$ cat src/rtl/vga_frame_reader.sv
// ============================================================================
// Module      : vga_frame_reader
// Description : VGA timing generator and framebuffer read pipeline feeding the
//               colour/DAC stage with pixel data aligned to hSync/vSync/active.
// Revision    : 1.0 - initial release
// ============================================================================
`default_nettype none

module vga_frame_reader #(
  parameter int DATA_WIDTH    = 8,
  parameter int ADDRESS_WIDTH = 19,
  parameter int CLK_DIV       = 4,
  parameter int H_VISIBLE     = 640,
  parameter int H_FRONT       = 16,
  parameter int H_SYNC        = 96,
  parameter int H_BACK        = 48,
  parameter int V_VISIBLE     = 480,
  parameter int V_FRONT       = 10,
  parameter int V_SYNC        = 2,
  parameter int V_BACK        = 33
) (
  input  logic                     clk,
  input  logic                     reset,
  output logic [ADDRESS_WIDTH-1:0] ram_addr,
  output logic                     ram_wEn,
  input  logic [DATA_WIDTH-1:0]    ram_data,
  output logic [DATA_WIDTH-1:0]    pixel_out,
  output logic                     hSync,
  output logic                     vSync,
  output logic                     active,
  output logic                     frame_start
);

  localparam int c_H_TOTAL  = H_VISIBLE + H_FRONT + H_SYNC + H_BACK;
  localparam int c_V_TOTAL  = V_VISIBLE + V_FRONT + V_SYNC + V_BACK;
  localparam int c_DIV_W    = $clog2(CLK_DIV);
  localparam int c_H_W      = $clog2(c_H_TOTAL);
  localparam int c_V_W      = $clog2(c_V_TOTAL);
  localparam int c_HS_START = H_VISIBLE + H_FRONT;
  localparam int c_VS_START = V_VISIBLE + V_FRONT;

  logic [c_DIV_W-1:0]       r_div;
  logic [c_H_W-1:0]         r_h;
  logic [c_V_W-1:0]         r_v;
  logic [ADDRESS_WIDTH-1:0] r_run_addr;
  logic                     r_vis_d;
  logic                     r_hs_d;
  logic                     r_vs_d;

  logic w_tick;
  logic w_h_last;
  logic w_v_last;
  logic w_vis;
  logic w_hs_raw;
  logic w_vs_raw;

  assign w_tick   = (r_div == c_DIV_W'(CLK_DIV - 1));
  assign w_h_last = (r_h == c_H_W'(c_H_TOTAL - 1));
  assign w_v_last = (r_v == c_V_W'(c_V_TOTAL - 1));
  assign w_vis    = (32'(r_h) < H_VISIBLE) && (32'(r_v) < V_VISIBLE);
  assign w_hs_raw = !((32'(r_h) >= c_HS_START) && (32'(r_h) < c_HS_START + H_SYNC));
  assign w_vs_raw = !((32'(r_v) >= c_VS_START) && (32'(r_v) < c_VS_START + V_SYNC));
  assign ram_wEn  = 1'b0;

  always_ff @(posedge clk) begin
    if (reset) begin
      r_div <= '0;
    end else if (w_tick) begin
      r_div <= '0;
    end else begin
      r_div <= r_div + 1'b1;
    end
  end

  always_ff @(posedge clk) begin
    if (reset) begin
      r_h <= '0;
      r_v <= '0;
    end else if (w_tick) begin
      if (w_h_last) begin
        r_h <= '0;
        r_v <= w_v_last ? '0 : r_v + 1'b1;
      end else begin
        r_h <= r_h + 1'b1;
      end
    end
  end

  // Stage 1: address issue. The running address replaces a v*H_VISIBLE+h multiply.
  always_ff @(posedge clk) begin
    if (reset) begin
      ram_addr   <= '0;
      r_run_addr <= '0;
      r_vis_d    <= 1'b0;
      r_hs_d     <= 1'b1;
      r_vs_d     <= 1'b1;
    end else if (w_tick) begin
      r_vis_d <= w_vis;
      r_hs_d  <= w_hs_raw;
      r_vs_d  <= w_vs_raw;
      if (w_vis) begin
        ram_addr   <= r_run_addr;
        r_run_addr <= r_run_addr + 1'b1;
      end
      if (w_h_last && w_v_last) begin
        r_run_addr <= '0;
      end
    end
  end

  // Stage 2: RAM data has had at least one clk to settle since the address changed.
  always_ff @(posedge clk) begin
    if (reset) begin
      pixel_out <= '0;
      active    <= 1'b0;
      hSync     <= 1'b1;
      vSync     <= 1'b1;
    end else if (w_tick) begin
      pixel_out <= r_vis_d ? ram_data : '0;
      active    <= r_vis_d;
      hSync     <= r_hs_d;
      vSync     <= r_vs_d;
    end
  end

  always_ff @(posedge clk) begin
    if (reset) begin
      frame_start <= 1'b0;
    end else begin
      frame_start <= w_tick && (r_h == '0) && (r_v == '0);
    end
  end

endmodule

`default_nettype wire

$ cat config.mk
export PLATFORM = sky130hd
export DESIGN_NAME = vga_frame_reader
export DESIGN_NICKNAME = d
export VERILOG_FILES = /design/src/rtl/vga_frame_reader.sv
export SDC_FILE = /design/constraint.sdc
export NUM_CORES = 1
export LEC_CHECK = 0
export ABC_AREA = 1
export ABC_CLOCK_PERIOD_IN_PS = 2210
export BUFFER_PORTS_ARGS = -buffer_cell sky130_fd_sc_hd__buf_2
export CAP_MARGIN = 20
export CORE_MARGIN = 3
export CORE_UTILIZATION = 45
export CTS_CLUSTER_SIZE = 14
export DETAILED_ROUTE_END_ITERATION = 16
export PLACE_DENSITY_LB_ADDON = 0.3
export SYNTH_ARGS = -nofsm -noshare
export SYNTH_HDL_FRONTEND = slang
export SYNTH_SLANG_ARGS = --single-unit
$ cat constraint.sdc
create_clock -name clk -period 2.21 [get_ports clk]
set_input_delay 0.1105 -clock clk [delete_from_list [all_inputs] [get_ports clk]]
set_output_delay 0.1105 -clock clk [all_outputs]
set_load 0.05 [all_outputs]
== Yosys cells after proc, flatten, opt, wreduce, memory -nomap -nowiden ==
Cells that the tools add are included.
W data, S select, Z words.

* Add/subtract/negate cells: 4
* Multiply operators: 0
* Divide/modulo/power cells: 0
* $lt $le $gt $ge: 6
* Equal/unequal tests: 3
* Shifts and indexed selects: 0
* Muxes and demuxes: 5
* Bitwise operators: 0
* Reductions and logical operators: 15

{| class="wikitable"
|+ Operators with widths
! cell !! count
|-
| $mux W19 || 2
|-
| $add A10 B1 Y10 const B || 2
|-
| $eq A10 B10 Y1 const B || 2
|-
| $logic_not A10 Y1 || 2
|-
| $lt A10 B10 Y1 const B || 2
|-
| $lt A10 B9 Y1 const B || 2
|-
| $mux W10 || 2
|-
| $add A19 B1 Y19 const B || 1
|-
| $ge A10 B10 Y1 const B || 1
|-
| $ge A10 B9 Y1 const B || 1
|-
| $mux W8 || 1
|-
| $logic_and A1 B1 Y1 || 6
|-
| $reduce_and A2 Y1 || 3
|-
| $add A2 B1 Y2 const B || 1
|-
| $eq A2 B2 Y1 const B || 1
|-
| $logic_not A1 Y1 || 2
|-
| $reduce_bool A2 Y1 || 1
|-
| $reduce_or A2 Y1 || 1
|}

* Bits in registers: 75
* Bits in latches: 0
* RAM bits: 0
* Bits in read-only memories: 0
* Memories: 0

== Longest topological paths before layout ==
Gate-level depths: netlist (run 1).

* Word-level depth: 4
* Gate-level depth with buffers: 10
* Gate-level depth less buffers: 10

== Worst setup path after synthesis (run 1) ==
OpenSTA, ideal clock, no wires.

* Path type: register to register
* Start point: register r_div[0]
* End point: register r_run_addr[17]
* Setup time: 113 ps
* Arrival time: 1405 ps
* Required time: 2097 ps
* Path slack: 692 ps
* Stages on the path, launching flop included: 10
* Clock period less this slack: 1518 ps
* Path through: dfxtp_1 > ha_1 > inv_2 > nor2_8 > nand3_4 > o21ai_4 > buf_6 > nand4_1 > nand2_1 > nor2_1

* Word-level cells in the longest chain between the ends: 2

{| class="wikitable"
|+ RTL lines
! what !! RTL line !! RTL
|-
| start: declaration || 42 || <nowiki>logic [c_DIV_W-1:0] r_div;</nowiki>
|-
| start signal: assignment || 71 || <nowiki>r_div <= r_div + 1'b1;</nowiki>
|-
| $eq A2 B2 Y1 || 57 || <nowiki>assign w_tick = (r_div == c_DIV_W'(CLK_DIV - 1));</nowiki>
|-
| $reduce_and A2 Y1 (no line) || - ||
|-
| end signal: assignment || 103 || <nowiki>r_run_addr <= r_run_addr + 1'b1;</nowiki>
|-
| end: declaration || 45 || <nowiki>logic [ADDRESS_WIDTH-1:0] r_run_addr;</nowiki>
|}

Every way passes these cells.
A chain may end at the register's enable or synchronous reset.

== Worst setup path after layout (run 1) ==
* Start point: register r_div[0]
* End point: register r_run_addr[16]

Same word-level chain as after synthesis.

==> metrics, run 1 <==
status finished clean; Crit. End Element flip-flop; final cell count without fillers 618; min cycle time layout 1.85 ns; critical path endpoint r_run_addr[16]; Clock Sinks 75; final weighted congestion of routability-driven global placement 0.849; switch share 25.6%; antenna violations before repair 0; cell type with the highest occurrence count on the critical path sky130_fd_sc_hd__nand2_1; die outline area 0.00880 mm2; clock root cell sky130_fd_sc_hd__clkbuf_8; all-layer global routing usage 18.8%; leakage 1.62 nW; number of clock buffers inserted by TritonCTS 9; power per unit of standard cell area 682 mW/mm2; input/output buffers 40; #FFs+latches synth 75; Cell Chain, Critical Path ha_1 -> nand2_1 -> nor2_1 -> nand2_2 -> o21ai_4 -> buf_4 -> nand2_1 -> nand2_1 -> nand2_1 -> nor2_1; clock tree from TritonCTS built; drt pass-1 iters 4; count of endpoints failing setup in the final report 0; number of ports placed on the die boundary 42; worst setup timing slack at the placement stage 0.397 ns; final net count 530; portion of the clock cycle consumed by the worst path in the final layout 83.8%; Worst Reg-to-Reg Cells 10; RSZ-0062 raised after global routing false; arrival time reported for the critical path endpoint 2.13 ns; Syn. warnings 0; insertion delay of the later-clocked pin in the worst-skew pair 0.34 ns; startpoint-to-endpoint class of the critical path flip-flop to flip-flop; fraction of registers with async set or reset after synthesis 0%; startpoint of the lowest-slack register-to-register path r_div[0]; Hold Worst Slack 0.0204 ns; CP startpoint r_div[0]; DR iter-0 viols 230; largest net degree at the start of global routing 27; top fanout value on the critical path 26; count of buffering cells on the critical path with inverters included 1; Placed Instances 602; antenna viol nets, final 0; Filler Cells Inserted 733; number of cells upsized or downsized after cts 0; combinational power share 9.9%; most common cell after layout, fill and taps aside sky130_fd_sc_hd__nand2_1; cell-internal power 2.01 mW; routed length per placed instance 12.4 um; clock tree buffer depth 2; post-synth design cell area 0.00347 mm2; ratio of routed vias to standard cells 5.02; wire length of the first global-routing pass 13300 um; Vias 3105; Fmax 540 MHz; total stage count of the critical path 10; Worst VDD drop 395 uV; Residual DRC 0; Placement Rows 31; dominant delay contributor by cell family on the critical path simple AND/OR/NAND/NOR gates; vias in the first global route 2874; final worst clock skew 0.00956 ns; count of unique library cells instantiated by Yosys 37; endpoint of the worst register-to-register path r_run_addr[16]; Critical Path RT 2.49 ns; total inserted antenna cells 0; final HPWL from detailed placement 5680 um; slowest stage cell, crit path sky130_fd_sc_hd__dfxtp_1; post-cts hold buffer count 0; Total Negative Setup Slacks 0 ns; Post-CTS Setup Repair Bufs 0; fraction of layout cells with a size suffix above 1 16.4%; effective utilization at floorplan 47.1%; worst setup margin 0.358 ns; die boundary height 93.8 um; primary flip-flop cell chosen by synthesis mapping sky130_fd_sc_hd__dfxtp_1; peak per-stage delay on the critical path 0.34 ns; die width 93.8 um; net count after synthesis 487; classification of the worst-slack hold path input port to flip-flop; commonest cells after routing, fill and taps aside sky130_fd_sc_hd__nand2_1, sky130_fd_sc_hd__nor2_1, sky130_fd_sc_hd__dfxtp_1; total length of routed wires 7670 um; launching element type of the critical path flip-flop; Post-synth EDFFs 0; global route overflow 0; level count of the clock H-tree 3; Post-Syn Area per Cell 7.37 um2; clock edge transition at the registers on the reported setup and hold paths 0.07 ns; relative contribution of the clock network to total power 38.0%; maxcap violations 0; register-to-register setup slack 0.36 ns; switching power summed over all nets 0.690 mW; final hold violation count 0; area of the placeable core 0.00737 mm2; fraction of power consumed by sequential logic 52.1%; max-slew violation count 0; share of synthesized area occupied by flip-flops and latches 43.3%; layout overhead on the synthesized area 13.9%; synthesized instance count 471
## sequential cells by signal, summed over array words and instances, names as in the netlist
signal	cells
r_hs_d	1
r_div	2
frame_start	1
pixel_out	8
ram_addr	19
active	1
r_run_addr	19
hSync	1
r_v	10
r_vis_d	1
r_vs_d	1
vSync	1
r_h	10
## worst reg2reg max path: cells and delay by family (launching register included)
kind,cells,cell delay (ns)
fa+ha+maj,1,0.25
buf+inv,1,0.31
simple gates,7,0.81
compound gates,1,0.10
flops,1,0.34
## kinds of logic after synthesis
family | Yosys count | synth area share [%]
simple gates | 238 | 31.3
buf+inv | 66 | 8.01
compound gates | 77 | 13.2
xor+xnor | 8 | 2.02
fa+ha+maj | 6 | 2.16
flops | 75 | 43.3
other cells | 1 | 0.108
## final cells by class
| class | count | area [um2] | share of cell area, % |
|---|---|---|---|
| multi-input cells | 330 | 1690 | 42.8 |
| clock inverters | 2 | 35.0 | 0.887 |
| inverters | 50 | 188 | 4.75 |
| repair buffers | 48 | 260 | 6.59 |
| clock buffers | 14 | 153 | 3.86 |
| well taps | 99 | 124 | 3.13 |
| flip-flops and latches | 75 | 1500 | 38.0 |
## synth_stat cells, types with 6 or more instances
master / number / area [um2]
sky130_fd_sc_hd__clkbuf_1: 7 / 26.3
sky130_fd_sc_hd__o21ai_0: 28 / 140
sky130_fd_sc_hd__nand4_1: 10 / 62.6
sky130_fd_sc_hd__nand2_1: 88 / 330
sky130_fd_sc_hd__xor2_1: 8 / 70.1
sky130_fd_sc_hd__a21oi_1: 32 / 160
sky130_fd_sc_hd__dfxtp_1: 75 / 1500
sky130_fd_sc_hd__nand3_1: 23 / 115
sky130_fd_sc_hd__nor2_1: 81 / 304
sky130_fd_sc_hd__a32o_1: 8 / 80.1
sky130_fd_sc_hd__nor3_1: 10 / 50.1
sky130_fd_sc_hd__inv_1: 45 / 169
sky130_fd_sc_hd__ha_1: 6 / 75.1
## layer usage
| metal | wire length [um] | global-route usage, % | up-vias | part of all wire [%] |
|---|---|---|---|---|
| li1 | - | - | 1619 | - |
| met1 | 3910 | 26.5 | 1403 | 51 |
| met2 | 3270 | 28.1 | 70 | 43 |
| met3 | 367 | 3.37 | 13 | 4.8 |
| met4 | 126 | 8.30 | 0 | 1.6 |
| met5 | 0 | 0 | - | 0 |
## power by group through the flow
stage                     logic [mW]  registers, mW  clock network, mW
after global placement         0.264           1.43                  0
after floorplan                0.117           1.52                  0
final                          0.266           1.40               1.02
after CTS                      0.268           1.40               1.05
after detailed placement       0.267           1.44                  0
after global routing           0.291           1.41               1.11
## worst min path at each step
| stage | cells past startpoint | end | slack [ns] | startpoint |
|---|---|---|---|---|
| global placement | 2 | pixel_out[3] | 0.36 | ram_data[3] |
| global route | 2 | pixel_out[7] | 0.02 | ram_data[7] |
| CTS | 2 | pixel_out[2] | 0.005 | ram_data[2] |
| floorplan | 1 | pixel_out[0] | 0.28 | ram_data[0] |
| finish | 2 | pixel_out[2] | 0.02 | ram_data[2] |
| detailed placement | 2 | pixel_out[2] | 0.37 | ram_data[2] |
## metrics by stage
step / power (mW) / utilization, % / cell area [um2]
2_1_floorplan: 1.64 / - / 3470
3_3_place_gp: 1.70 / 51.1 / 3760
3_5_place_dp: 1.70 / 51.1 / 3760
4_1_cts: 2.73 / 53.6 / 3950
5_1_grt: 2.81 / 53.6 / 3950
6_report: 2.69 / 53.6 / 3950
(Power assumes the default switching activity.)
==> run 2, diff against run 1 <==
--- a/config.mk
+++ b/config.mk
@@ -6,7 +6,7 @@
 export NUM_CORES = 1
 export LEC_CHECK = 0
 export ABC_AREA = 1
-export ABC_CLOCK_PERIOD_IN_PS = 2210
+export ABC_CLOCK_PERIOD_IN_PS = 1600
 export BUFFER_PORTS_ARGS = -buffer_cell sky130_fd_sc_hd__buf_2
 export CAP_MARGIN = 20
 export CORE_MARGIN = 3
==> constraint.sdc (replaced) <==
create_clock -name clk -period 1.6 [get_ports clk]
set_input_delay 0.08 -clock clk [delete_from_list [all_inputs] [get_ports clk]]
set_output_delay 0.08 -clock clk [all_outputs]
set_load 0.05 [all_outputs]
==> run 2 against run 1 <==
- the flow now finishes with violations (setup timing)
- via count increased by 8.2%
- maximum frequency up 14%
- utilization rose by 8.1 points
- sequential share of layout area is 4.7 points lower
- global-route usage is 1.7 points higher
- worst hold slack gained 0.091 ns
- non-clock buffer count rose by 44
- worst setup slack got worse by 0.39 ns
- clock skew is 0.00057 ns lower
- flip-flop and latch count unchanged
- register-to-register slack worse by 0.39 ns
- critical endpoint is now r_run_addr[18]
- largest cell class unchanged
- largest power group unchanged
==> metrics, run 2 (same netlist as run 1, synthesis figures left out) <==
combinational power share 10.5% (was 9.9%); insertion delay of the later-clocked pin in the worst-skew pair 0.35 ns (was 0.34 ns); portion of the clock cycle consumed by the worst path in the final layout 102% (was 83.8%); status finished, violations left (was finished clean); commonest cells after routing, fill and taps aside sky130_fd_sc_hd__nand2_1, sky130_fd_sc_hd__nor2_1, sky130_fd_sc_hd__dfxtp_1 (unchanged); classification of the worst-slack hold path input port to flip-flop (unchanged); power per unit of standard cell area 927 mW/mm2 (was 682 mW/mm2); cell-internal power 3.14 mW (was 2.01 mW); arrival time reported for the critical path endpoint 1.88 ns (was 2.13 ns); number of ports placed on the die boundary 42 (unchanged); worst setup margin -0.0292 ns (was 0.358 ns); layout overhead on the synthesized area 31.1% (was 13.9%); all-layer global routing usage 20.5% (was 18.8%); final weighted congestion of routability-driven global placement 0.892 (was 0.849); number of clock buffers inserted by TritonCTS 9 (unchanged); die outline area 0.00880 mm2 (unchanged); count of endpoints failing setup in the final report 1 (was 0); uppermost layer routed met4 (unchanged); top fanout value on the critical path 13 (was 26); total inserted antenna cells 0 (unchanged); vias in the first global route 3152 (was 2874); Total Negative Setup Slacks -0.0292 ns (was 0 ns); area of the placeable core 0.00737 mm2 (unchanged); clock tree buffer depth 2 (unchanged); Cell Chain, Critical Path inv_2 -> ha_4 -> nand2_4 -> nor2_4 -> nand2_4 -> o21ai_4 -> buf_6 -> buf_16 -> nand2_1 -> nand2_1 -> a21oi_2 (was ha_1 -> nand2_1 -> nor2_1 -> nand2_2 -> o21ai_4 -> buf_4 -> nand2_1 -> nand2_1 -> nand2_1 -> nor2_1); effective utilization at floorplan 47.1% (unchanged); Worst VDD drop 576 uV (was 395 uV); cell area after layout 0.00455 mm2 (was 0.00395 mm2); launching element type of the critical path flip-flop (unchanged); most common cell after layout, fill and taps aside sky130_fd_sc_hd__nand2_1 (unchanged); level count of the clock H-tree 3 (unchanged); min cycle time layout 1.63 ns (was 1.85 ns); wire length of the first global-routing pass 14300 um (was 13300 um); maxcap violations 0 (unchanged); clock edge transition at the registers on the reported setup and hold paths 0.09 ns (was 0.07 ns); antenna violations before repair 0 (unchanged); RSZ-0062 raised after global routing true (was false); switch share 25.4% (was 25.6%); max-slew violation count 0 (unchanged); peak per-stage delay on the critical path 0.33 ns (was 0.34 ns); final worst clock skew 0.00898 ns (was 0.00956 ns); routed length per placed instance 13.3 um (was 12.4 um); die width 93.8 um (unchanged); cell area reported after detailed placement 0.00396 mm2 (was 0.00376 mm2); largest net degree at the start of global routing 20 (was 27); final HPWL from detailed placement 5900 um (was 5680 um); worst setup timing slack at the placement stage -0.0731 ns (was 0.397 ns); clock root cell sky130_fd_sc_hd__clkbuf_8 (unchanged); Crit. End Element flip-flop (unchanged); routed length on met3 521 um (was 367 um); ratio of routed vias to standard cells 5.08 (was 5.02); relative contribution of the clock network to total power 43.3% (was 38.0%); switching power summed over all nets 1.07 mW (was 0.690 mW); sum of routed wire segments on met1 4040 um (was 3910 um); biggest registers after layout r_run_addr: 19 flops, ram_addr: 19 flops (unchanged); antenna viol nets, final 0 (unchanged); DR iter-0 viols 208 (was 230); slowest stage cell, crit path sky130_fd_sc_hd__dfxtp_2 (was sky130_fd_sc_hd__dfxtp_1); Fmax 614 MHz (was 540 MHz); drt pass-1 iters 4 (unchanged); overall power after layout 4.21 mW (was 2.69 mW); input/output buffers 40 (unchanged); Vias 3360 (was 3105); Clock Sinks 75 (unchanged); die boundary height 93.8 um (unchanged); failing checks setup timing; global route overflow 0 (unchanged); final net count 574 (was 530); fraction of layout cells with a size suffix above 1 27.9% (was 16.4%); leakage 1.90 nW (was 1.62 nW); detailed-routed wire length on met2 4090 um (was 3270 um); Placement Rows 31 (unchanged); final hold violation count 0 (unchanged); startpoint-to-endpoint class of the critical path flip-flop to flip-flop (unchanged); total length of routed wires 8820 um (was 7670 um); fraction of power consumed by sequential logic 46.2% (was 52.1%); Residual DRC 0 (unchanged); Critical Path RT 1.85 ns (was 2.49 ns); clock tree from TritonCTS built (unchanged)
-- run 2: cell count changes in the layout (fill, tap and decap cells not counted), sizes merged --
cell and delta:
clkbuf -4, inv +1, dlygate4sd3 +8, bufinv +2
clkinvlp +1, buf +36
-- run 2: critical path, delay by kind of cell (launching register included) --
kind	cells	cell delay, ns
flip-flops	1	0.33
adder cells (fa/ha/maj)	1	0.15
AO/OA/AOI/OAI	2	0.30
buffers and inverters	3	0.35
AND/OR/NAND/NOR	5	0.39
-- run 2: worst paths after layout --
| check | from | to | slack (ns) | cells past startpoint |
|---|---|---|---|---|
| max | r_v[0] | r_run_addr[18] | -0.03 | 11 |
| min | reset | r_h[6] | 0.11 | 2 |
| max reg2reg | r_v[0] | r_run_addr[18] | -0.03 | 11 |
| min reg2reg | r_hs_d | r_hs_d | 0.47 | 2 |
-- run 2: metal layers --
metal	vias up	GRT usage [%]
met5	-	0
met4	0	8.90
met3	17	3.85
met2	100	32.7
met1	1532	27.1
li1	1711	-
-- run 2: layout make-up --
| type | instances | area, um2 |
|---|---|---|
| fill | 659 | 2820 |
| multi-input combinational | 330 | 1820 |
| sequential | 75 | 1520 |
| timing repair buffer | 92 | 651 |
| inverter | 50 | 188 |
| clock buffer | 10 | 138 |
| tap | 99 | 124 |
| clock inverter | 6 | 111 |
-- run 2: through the flow --
step	hold WS (ns)	util [%]	std cells
2_1_floorplan	0.248	-	471
3_3_place_gp	0.330	53.7	626
3_5_place_dp	0.335	53.7	626
4_1_cts	0.113	60.4	659
5_1_grt	0.125	61.7	662
6_report	0.111	61.7	662
-- run 2: timing repair --
item | in CTS | in global routing
resized for setup | 20 | 27
endpoints found under the setup margin | 35 | 29
pin swaps | 4 | 13
endpoints found under the hold margin | 8 | 0
gates cloned | 2 | 0
buffers inserted | 7 | 4
hold buffers | 8 | 0
-- run 2: power groups by stage --
stage	Clock [mW]	Sequential, mW	Combinational [mW]
final	1.83	1.95	0.442
after global routing	1.91	1.95	0.481
after CTS	1.84	1.94	0.445
after detailed placement	0	1.98	0.385
after global placement	0	1.98	0.381
after floorplan	0	2.10	0.161
==> run 3, diff against run 2 <==
--- a/config.mk
+++ b/config.mk
@@ -9,11 +9,13 @@
 export ABC_CLOCK_PERIOD_IN_PS = 1600
 export BUFFER_PORTS_ARGS = -buffer_cell sky130_fd_sc_hd__buf_2
 export CAP_MARGIN = 20
+export CORE_ASPECT_RATIO = 0.75
 export CORE_MARGIN = 3
 export CORE_UTILIZATION = 45
 export CTS_CLUSTER_SIZE = 14
 export DETAILED_ROUTE_END_ITERATION = 16
 export PLACE_DENSITY_LB_ADDON = 0.3
+export SETUP_SLACK_MARGIN = 0.5
 export SYNTH_ARGS = -nofsm -noshare
 export SYNTH_HDL_FRONTEND = slang
 export SYNTH_SLANG_ARGS = --single-unit
==> run 3 against run 2 <==
- combinational power is 57% higher
- clock-buffer cell count is 1 higher
- worst hold slack worse by 0.050 ns
- global-route usage rose by 5.2 points
- critical path type unchanged
- critical endpoint is now r_run_addr[13]
- utilization grew 11 points
- routed wire length increased by 37%
- flip-flop and latch count did not move
- first-iteration DRC count is 100% higher
- sequential power about the same
- die area up 0.13%
- the flow still finishes with violations (setup timing)
- worst setup slack worse by 0.076 ns
==> metrics, run 3 (same netlist as run 1, synthesis figures left out) <==
layout overhead on the synthesized area 55.1% (was 31.1%); fraction of layout cells with a size suffix above 1 46.4% (was 27.9%); Worst Reg-to-Reg Cells 10 (was 11); Placement Rows 27 (was 31); routed length per placed instance 17.5 um (was 13.3 um); fraction of power consumed by sequential logic 48.6% (was 46.2%); die boundary height 82.0 um (was 93.8 um); DR iter-0 viols 419 (was 208); Worst VDD drop 607 uV (was 576 uV); Crit. End Element flip-flop (unchanged); cell-internal power 2.82 mW (was 3.14 mW); count of endpoints failing setup in the final report 19 (was 1); ratio of routed vias to standard cells 5.61 (was 5.08); area of the placeable core 0.00740 mm2 (was 0.00737 mm2); Residual DRC 0 (unchanged); peak per-stage delay on the critical path 0.36 ns (was 0.33 ns); global route overflow 0 (unchanged); Placed Instances 620 (was 626); final hold violation count 0 (unchanged); maxcap violations 0 (unchanged); leakage 2.18 nW (was 1.90 nW); number of clock buffers inserted by TritonCTS 9 (unchanged); level count of the clock H-tree 3 (unchanged); Critical Path RT 1.90 ns (was 1.85 ns); combinational power share 17.3% (was 10.5%); worst hold stages 2 (unchanged); biggest registers after layout r_run_addr: 19 flops, ram_addr: 19 flops (unchanged); largest net degree at the start of global routing 14 (was 20); max-slew violation count 0 (unchanged); worst setup margin -0.105 ns (was -0.0292 ns); Vias 3885 (was 3360); final net count 602 (was 574); effective utilization at floorplan 46.9% (was 47.1%); all-layer global routing usage 25.8% (was 20.5%); arrival time reported for the critical path endpoint 2.01 ns (was 1.88 ns); antenna viol nets, final 0 (unchanged); power per unit of standard cell area 748 mW/mm2 (was 927 mW/mm2); clock tree from TritonCTS built (unchanged); fraction of the core area covered by cells at the end of the flow 72.8% (was 61.7%); final weighted congestion of routability-driven global placement 0.912 (was 0.892); final cell count without fillers 692 (was 662); startpoint of the lowest-slack register-to-register path r_div[0] (was r_v[0]); Total Negative Setup Slacks -0.907 ns (was -0.0292 ns); classification of the worst-slack hold path input port to flip-flop (unchanged); clock edge transition at the registers on the reported setup and hold paths 0.08 ns (was 0.09 ns); die outline area 0.00881 mm2 (was 0.00880 mm2); Clock Sinks 75 (unchanged); clock root cell sky130_fd_sc_hd__clkbuf_8 (unchanged); Cell Chain, Critical Path ha_4 -> inv_6 -> nor2_8 -> nand3_4 -> o21ai_4 -> buf_12 -> buf_12 -> buf_16 -> nand3_2 -> a21oi_2 (was inv_2 -> ha_4 -> nand2_4 -> nor2_4 -> nand2_4 -> o21ai_4 -> buf_6 -> buf_16 -> nand2_1 -> nand2_1 -> a21oi_2); cell type with the highest occurrence count on the critical path sky130_fd_sc_hd__buf_12; drt pass-1 iters 6 (was 4); cell area after layout 0.00538 mm2 (was 0.00455 mm2); vias in the first global route 3653 (was 3152); insertion delay of the later-clocked pin in the worst-skew pair 0.37 ns (was 0.35 ns); switch share 30.0% (was 25.4%); launching element type of the critical path flip-flop (unchanged); most common cell after layout, fill and taps aside sky130_fd_sc_hd__nand2_1 (unchanged); RSZ-0062 raised after global routing true (unchanged); clock tree buffer depth 2 (unchanged); total length of routed wires 12100 um (was 8820 um); relative contribution of the clock network to total power 34.2% (was 43.3%); wire length of the first global-routing pass 17700 um (was 14300 um); die width 107 um (was 93.8 um); final HPWL from detailed placement 6040 um (was 5900 um); Fmax 586 MHz (was 614 MHz); register-to-register setup slack -0.11 ns (was -0.03 ns); min cycle time layout 1.71 ns (was 1.63 ns); cell area reported after detailed placement 0.00396 mm2 (about the same); portion of the clock cycle consumed by the worst path in the final layout 107% (was 102%); failing checks setup timing (unchanged); antenna violations before repair 0 (unchanged); number of ports placed on the die boundary 42 (unchanged); status finished, violations left (unchanged); slowest stage cell, crit path sky130_fd_sc_hd__dfxtp_2 (unchanged); CP startpoint r_div[0] (was r_v[0]); startpoint-to-endpoint class of the critical path flip-flop to flip-flop (unchanged); top fanout value on the critical path 7 (was 13); commonest cells after routing, fill and taps aside sky130_fd_sc_hd__nand2_1, sky130_fd_sc_hd__dfxtp_1, sky130_fd_sc_hd__nor2_1 (was sky130_fd_sc_hd__nand2_1, sky130_fd_sc_hd__nor2_1, sky130_fd_sc_hd__dfxtp_1); start point of the worst hold path reset (unchanged); final worst clock skew 0.00850 ns (was 0.00898 ns); total inserted antenna cells 0 (unchanged); switching power summed over all nets 1.21 mW (was 1.07 mW); input/output buffers 40 (unchanged)
-- run 3: changes by cell type in the layout (fill, tap and decap cells not counted), sizes merged --
cell | before | now
bufinv | 3 | 0
clkbuf | 10 | 20
buf | 84 | 103
clkinvlp | 1 | 4
inv | 51 | 50
-- run 3: path summary, 6_finish.rpt --
path,endpoint
worst max-delay path,r_run_addr[13]
worst min-delay path,r_h[6]
worst max register to register,r_run_addr[13]
worst min register to register,pixel_out[6]
-- run 3: power groups by stage --
| stage | logic (mW) | registers (mW) | clock network [mW] |
|---|---|---|---|
| after global placement | 0.385 | 1.99 | 0 |
| after detailed placement | 0.390 | 1.99 | 0 |
| after floorplan | 0.177 | 2.11 | 0 |
| after CTS | 0.622 | 1.95 | 1.38 |
| final | 0.695 | 1.95 | 1.38 |
| after global routing | 0.732 | 1.96 | 1.45 |
-- run 3: what timing repair did --
| action | CTS | global route |
|---|---|---|
| endpoints found under the hold margin | 8 | 0 |
| cloned | 7 | 0 |
| pin swaps | 39 | 33 |
| gates resized for setup | 119 | 89 |
| buffers inserted | 32 | 9 |
| hold buffers | 8 | 0 |
| setup endpoints to repair | 72 | 85 |
-- run 3: final cells by class --
cell class	instances	area [um2]
Multi-Input combinational cell	330	2210
Fill cell	477	2020
Sequential cell	75	1530
Timing Repair Buffer	120	1130
Inverter	50	210
Clock buffer	11	141
Tap cell	101	126
Clock inverter	5	38.8
-- run 3: stage by stage --
step / worst slack (ns) / hold slack (ns) / total power, mW
after global routing: -0.173 / 0.0865 / 4.14
after floorplan: 0.160 / 0.248 / 2.28
after global placement: -0.0925 / 0.329 / 2.37
after detailed placement: -0.181 / 0.337 / 2.38
after CTS: -0.00533 / 0.0405 / 3.95
final: -0.105 / 0.0606 / 4.03
-- run 3: layer usage --
layer  track usage (%)  share of wire, %  up-vias  wire length, um
met2              42.9                46      252             5620
met3              6.52                10       64             1210
met5                 0                 0        -                0
met4              9.58               3.7        0              453
li1                  -                 -     1770                -
met1              32.6                40     1799             4830
-- run 3: critical path, delay by kind of cell, from the launching register on --
family	cells	cell delay (ns)
buffers and inverters	4	0.42
DFF	1	0.36
AOI/OAI and AO/OA	2	0.36
and+or+nand+nor	3	0.31
adders and majority gates	1	0.19
